[config.mk]
export PLATFORM = sky130hd
export DESIGN_NAME = instr_fetch
export DESIGN_NICKNAME = d
export VERILOG_FILES = /design/src/rtl/instr_fetch_pkg.sv /design/src/rtl/instr_fetch_mem.sv /design/src/rtl/instr_fetch.sv
export SDC_FILE = /design/constraint.sdc
export NUM_CORES = 1
export LEC_CHECK = 0
export CORE_UTILIZATION = 55
export DETAILED_ROUTE_END_ITERATION = 7
export GPL_TIMING_DRIVEN = 0
export PLACE_DENSITY = 0.73
export SYNTH_ARGS = -nofsm -noshare
export SYNTH_HDL_FRONTEND = slang
export SYNTH_HIERARCHICAL = 1
export SYNTH_SLANG_ARGS = --single-unit
[constraint.sdc]
create_clock -name clk -period 3.6 [get_ports clk]
set_clock_uncertainty 0.1 [all_clocks]
set_input_delay 0.36 -clock clk [delete_from_list [all_inputs] [get_ports clk]]
set_output_delay 0.36 -clock clk [all_outputs]
set_load 0.03 [all_outputs]
[src/rtl/instr_fetch_pkg.sv]
// Shared constants and types for the instruction fetch stage: instruction geometry,
// class encodings, per-class dwell lengths and fetch FSM state encodings.
package instr_fetch_pkg;

    localparam int INSTR_WIDTH = 20;
    localparam int PC_BITS     = 5;
    localparam int STD_CYCLES  = 3;
    localparam int MEM_CYCLES  = 4;
    localparam int DWELL_BITS  = $clog2(MEM_CYCLES + 2);

    typedef enum logic [1:0] {
        CLS_HALT  = 2'b00,
        CLS_STD   = 2'b01,
        CLS_LOAD  = 2'b10,
        CLS_STORE = 2'b11
    } instr_cls_e;

    typedef enum logic [1:0] {
        ST_IDLE  = 2'b00,
        ST_FETCH = 2'b01,
        ST_ISSUE = 2'b10,
        ST_HALT  = 2'b11
    } fetch_state_e;

    // Counter reload so that an instruction stays on the bus for its class's cycle
    // count; the first issue after start gets one extra cycle for the CU's exit from RESET.
    function automatic logic [DWELL_BITS-1:0] dwell_reload(input logic [1:0] cls,
                                                           input logic       first);
        int cycles;
        cycles = (cls == CLS_STD) ? STD_CYCLES : MEM_CYCLES;
        if (first) begin
            cycles = cycles + 1;
        end
        return DWELL_BITS'(cycles - 1);
    endfunction

endpackage

[src/rtl/instr_fetch_mem.sv]
// Program memory: one synchronous write port and one registered read port, no reset,
// so it maps onto block RAM. A read one cycle after a write returns the new word.
module instr_fetch_mem #(
    parameter int ADDR_BITS = 5,
    parameter int DATA_BITS = 20
) (
    input  logic                 clk,
    input  logic                 we_i,
    input  logic [ADDR_BITS-1:0] waddr_i,
    input  logic [DATA_BITS-1:0] wdata_i,
    input  logic [ADDR_BITS-1:0] raddr_i,
    output logic [DATA_BITS-1:0] rdata_o
);

    logic [DATA_BITS-1:0] mem_q [2**ADDR_BITS];
    logic [DATA_BITS-1:0] rdata_q;

    always_ff @(posedge clk) begin
        if (we_i) begin
            mem_q[waddr_i] <= wdata_i;
        end
        rdata_q <= mem_q[raddr_i];
    end

    assign rdata_o = rdata_q;

endmodule

[src/rtl/instr_fetch.sv]
// Instruction fetch stage: holds each instruction on the bus for exactly the cycles
// the control unit needs, prefetching the following word so issue is back-to-back.
module instr_fetch
    import instr_fetch_pkg::*;
(
    input  logic                   clk,
    input  logic                   rst_n,
    input  logic                   prog_wen_i,
    input  logic [PC_BITS-1:0]     prog_addr_i,
    input  logic [INSTR_WIDTH-1:0] prog_data_i,
    input  logic                   start_i,
    output logic [INSTR_WIDTH-1:0] instruction_o,
    output logic [PC_BITS-1:0]     pc_o,
    output logic                   busy_o,
    output logic                   halted_o
);

    fetch_state_e           state_q, state_d;
    logic [INSTR_WIDTH-1:0] instr_q, instr_d;
    logic [INSTR_WIDTH-1:0] prefetch_q, prefetch_d;
    logic [PC_BITS-1:0]     pc_q, pc_d;
    logic [DWELL_BITS-1:0]  dwell_q, dwell_d;
    logic                   first_q, first_d;
    logic                   rd_pending_q, rd_pending_d;

    logic                   mem_we;
    logic [PC_BITS-1:0]     mem_raddr;
    logic [INSTR_WIDTH-1:0] mem_rdata;
    logic [1:0]             rdata_cls;
    logic [1:0]             prefetch_cls;

    assign rdata_cls    = mem_rdata[INSTR_WIDTH-1 -: 2];
    assign prefetch_cls = prefetch_q[INSTR_WIDTH-1 -: 2];

    instr_fetch_mem #(
        .ADDR_BITS (PC_BITS),
        .DATA_BITS (INSTR_WIDTH)
    ) u_mem (
        .clk     (clk),
        .we_i    (mem_we),
        .waddr_i (prog_addr_i),
        .wdata_i (prog_data_i),
        .raddr_i (mem_raddr),
        .rdata_o (mem_rdata)
    );

    always_ff @(posedge clk or negedge rst_n) begin
        if (!rst_n) begin
            state_q      <= ST_IDLE;
            instr_q      <= '0;
            prefetch_q   <= '0;
            pc_q         <= '0;
            dwell_q      <= '0;
            first_q      <= 1'b1;
            rd_pending_q <= 1'b0;
        end else begin
            state_q      <= state_d;
            instr_q      <= instr_d;
            prefetch_q   <= prefetch_d;
            pc_q         <= pc_d;
            dwell_q      <= dwell_d;
            first_q      <= first_d;
            rd_pending_q <= rd_pending_d;
        end
    end

    always_comb begin
        state_d      = state_q;
        instr_d      = instr_q;
        prefetch_d   = prefetch_q;
        pc_d         = pc_q;
        dwell_d      = dwell_q;
        first_d      = first_q;
        rd_pending_d = rd_pending_q;
        mem_we       = 1'b0;
        mem_raddr    = pc_q + PC_BITS'(1);

        case (state_q)
            ST_IDLE, ST_HALT: begin
                // Write and start may coincide; the write lands before the FETCH read.
                mem_we = prog_wen_i;
                if (start_i) begin
                    state_d      = ST_FETCH;
                    pc_d         = '0;
                    first_d      = 1'b1;
                    rd_pending_d = 1'b0;
                end
            end
            ST_FETCH: begin
                mem_raddr = pc_q;
                if (!rd_pending_q) begin
                    rd_pending_d = 1'b1;
                end else begin
                    rd_pending_d = 1'b0;
                    if (rdata_cls == CLS_HALT) begin
                        state_d = ST_HALT;
                        instr_d = '0;
                    end else begin
                        state_d = ST_ISSUE;
                        instr_d = mem_rdata;
                        dwell_d = dwell_reload(rdata_cls, first_q);
                        first_d = 1'b0;
                    end
                end
            end
            ST_ISSUE: begin
                // Minimum dwell is 2, so the pc+1 read always lands before dwell reaches 0.
                if (dwell_q != '0) begin
                    dwell_d    = dwell_q - DWELL_BITS'(1);
                    prefetch_d = mem_rdata;
                end else if (prefetch_cls != CLS_HALT) begin
                    instr_d = prefetch_q;
                    pc_d    = pc_q + PC_BITS'(1);
                    dwell_d = dwell_reload(prefetch_cls, 1'b0);
                end else begin
                    instr_d = '0;
                    state_d = ST_HALT;
                end
            end
            default: begin
                state_d = ST_IDLE;
            end
        endcase
    end

    assign instruction_o = instr_q;
    assign pc_o          = pc_q;
    assign busy_o        = (state_q == ST_FETCH) || (state_q == ST_ISSUE);
    assign halted_o      = (state_q == ST_HALT);

endmodule

==> flow_metrics.py <==
metrics = {
    "global_routing": {
        "grt_pass1_vias": 15300,
        "top_usage_layer": "met2",
        "gr-usage-met3_pct": 3.95,
        "grtUsageTotal_pct": 24.7,
        "grt_pass1_wl_mm": 94.8,
        "met2_usage_pct": 40.4,
        "grt_max_degree": 38,
        "met1_usage_pct": 34.3,
        "overflow": 0,
        "antenna_found_initial": 0,
    },
    "detailed_routing": {
        "drc_errors": 0,
        "drt-pass1-iter-count": 5,
        "drt_iter0_drc": 1660,
        "wire_per_inst_um": 25.3,
        "vias": 15400,
        "routed_wl_mm": 64.1,
        "ant_nets": 0,
        "avgViaCountPerCell": 6.10,
    },
    "cells_and_area": {
        "nets": 1840,
        "num-fill-cells": 3475,
        "final_cell_area_um2": 32400,
        "fin_util_pct": 64.4,
        "finalNonFillerCells": 2530,
        "multi_input_comb_area_um2": 6550,
        "drive_gt1_share_pct": 14.8,
        "syn2layout_area_growth_pct": 15.3,
        "seq_area_um2": 20900,
        "diodes": 0,
    },
    "placed_design": {
        "preCtsSetupSlack_ns": 0.0107,
        "gp_congestion": 0.851,
        "numPlacedInstances": 2402,
        "dpl_cell_area_um2": 30000,
        "place_hpwl_mm": 41.9,
        "portBuffers": 55,
    },
    "synthesis": {
        "synth_cells": 1642,
        "syn_area_per_cell_um2": 17.1,
        "synth_common_cells": "edfxtp_1 (640), mux2i_1 (327), a22oi_1 (99), a21oi_1 (64), nor2_1 (57)",
        "synth-seq-area-share_pct": 74.6,
        "yosysTopAreaCellShare_pct": 68.5,
        "yosysTopAreaCell": "edfxtp_1",
        "synthArstFlopShare_pct": 7.30,
        "synthDistinctLibCells": 48,
        "synth_area_leaders": "edfxtp_1 (68%), mux2i_1 (12%), dfrtp_1 (4.5%), a22oi_1 (2.6%), dfxtp_1 (1.4%)",
        "ys_seq_elements": 712,
        "synth_edf_count": 640,
        "syn_nets": 1678,
        "synth_most_common_cell": "edfxtp_1",
        "synth_flop_cell": "edfxtp_1",
        "synth_area_um2": 28100,
        "yosys_warnings": 6,
    },
    "floorplan": {
        "row_count": 82,
        "dieArea_um2": 51900,
        "ios": 56,
        "initial_utilization_pct": 55.8,
        "fp.dieW_um": 228,
        "core_area_um2": 50300,
        "fp.dieH_um": 228,
    },
    "power": {
        "leakage_nw": 11.9,
        "cellPowerDensity_nw_per_um2": 822,
        "ir_drop_mv": 0.377,
    },
    "sta": {
        "finalCriticalPeriod_ns": 3.57,
        "maxClockFrequency_ghz": 0.280,
        "setup_ws_ns": 0.0328,
        "maxSlewViolCount": 0,
        "hold_viol": 0,
        "rsz0062_at_grt": "yes",
        "tightest_slew_ns": 1.40,
        "maxSlewHeadroom_pct": 6.45,
        "min_period_over_period_pct": 99.1,
        "setup-tns-final_ns": 0,
        "setup-violations-final": 0,
    },
    "worst_setup_path": {
        "path_max_fanout": 10,
        "worst_setup_path_start_kind": "flip-flop",
        "cp-end-kind": "flip-flop",
        "reg2reg_slack_ns": 0.03,
        "path_class": "reg2reg",
        "cp_data_required_time_ns": 3.91,
        "arrival_ns": 3.87,
    },
    "outcome": {
        "run_status": "complete, no violations",
    },
    "clock_tree": {
        "cts_tree": "yes",
        "cts_buffers": 71,
        "worstSkewPairLatency_ns": 0.61,
        "cts_buffer_depth": 3,
        "clock-root-buffer": "clkbuf_16",
        "post-cts-setup-buffers": 0,
        "cts.reportedPaths.clkPinSlew_ns": 0.06,
        "cts.sinks": 712,
        "htree_levels": 3,
    },
    "hold_path": {
        "hp-class": "in2async",
    },
    "flow_run": {
        "max_cap_violations": 0,
    },
}
cell families after synthesis:
| kind of cell | after synthesis | synth area share, % |
|---|---|---|
| muxes | 348 | 12.5 |
| adders and majority gates | 7 | 0.312 |
| buffers and inverters | 101 | 2.56 |
| and+or+nand+nor | 217 | 3.75 |
| xor gates and xnor gates | 4 | 0.125 |
| AOI/OAI and AO/OA | 253 | 6.20 |
| DFF | 712 | 74.6 |
sequential cells by signal, summed over array words and instances, names as in the netlist:
name           count
rd_pending_q       1
u_mem/rdata_o     20
prefetch_q        20
instruction_o     20
dwell_q            3
state_q            2
pc_o               5
u_mem/mem_q      640
first_q            1
cells in the final DEF, fill, tap and decap left out, types with 19 or more instances in the layout:
| cell | count |
|---|---|
| dfxtp_1 | 20 |
| buf_8 | 38 |
| mux2i_1 | 327 |
| clkbuf_16 | 76 |
| nand4_1 | 20 |
| a31oi_1 | 19 |
| dfrtp_1 | 51 |
| a21oi_1 | 64 |
| mux2_2 | 19 |
| clkdlybuf4s50_1 | 52 |
| clkbuf_1 | 38 |
| nor3_1 | 20 |
| edfxtp_1 | 640 |
| nand3_1 | 45 |
| buf_2 | 34 |
| nor2_1 | 25 |
| a22o_1 | 43 |
| a22oi_1 | 99 |
| nor2_2 | 35 |
| nand2_1 | 44 |
stage by stage:
| step | power, mW | hold slack (ns) |
|---|---|---|
| 2_1_floorplan | 16.6 | -0.0356 |
| 3_3_place_gp | 19.2 | 0.364 |
| 3_5_place_dp | 19.4 | 0.207 |
| 4_1_cts | 26.6 | 0.0960 |
| 5_1_grt | 27.5 | 0.132 |
| 6_report | 26.6 | 0.122 |
per-layer routing:
layer | part of all wire [%] | vias up
met5 | 0 | -
met3 | 8.5 | 99
li1 | - | 6829
met4 | 2.4 | 0
met1 | 40 | 7784
met2 | 49 | 722
layout make-up:
cell class                 count  area share [%]
buffer                        94            2.14
clock buffer                  97            6.30
clock inverter                30           0.789
inverter                       7          0.0812
multi-input combinational    829            20.2
sequential                   712            64.6
tap                          672            2.60
timing repair buffer          89            3.21
report_power, final:
part	switching, mW	internal [mW]	leakage (nW)
clock network	2.98	4.26	1.13
registers	0.295	9.56	6.54
logic	5.56	3.94	4.21
total	8.83	17.8	11.9
path summary, 6_finish.rpt:
kind | startpoint | to | cells past startpoint
hold / removal | rst_n | instruction_o[7] | 2
hold reg to reg | prefetch_q[3] | prefetch_q[3] | 1
max in group asynchronous | rst_n | first_q | 3
setup / recovery | state_q[1] | u_mem/rdata_o[12] | 12
setup reg to reg | state_q[1] | u_mem/rdata_o[12] | 12
min in group clk | prog_data_i[5] | u_mem/mem_q[4][5] | 1
worst max-delay path, cell delays in order, from the launching register on:
cell and delay, ns:
dfrtp_1 0.37, inv_1 0.06, ha_1 0.24, buf_2 0.21, nand2b_1 0.20, xnor2_2 0.37, and2_1 0.18, buf_2 0.31
buf_2 0.40, a22o_1 0.22, nor3_1 0.11, a31oi_1 0.31, nand3_1 0.25
repair_timing:
item | CTS | global route
hold endpoints to repair | 51 | 0
endpoints found under the setup margin | 2 | 17
gates resized for setup | 1 | 9
hold buffers | 1 | 0
No activity file was read; power rests on OpenSTA's default activity.
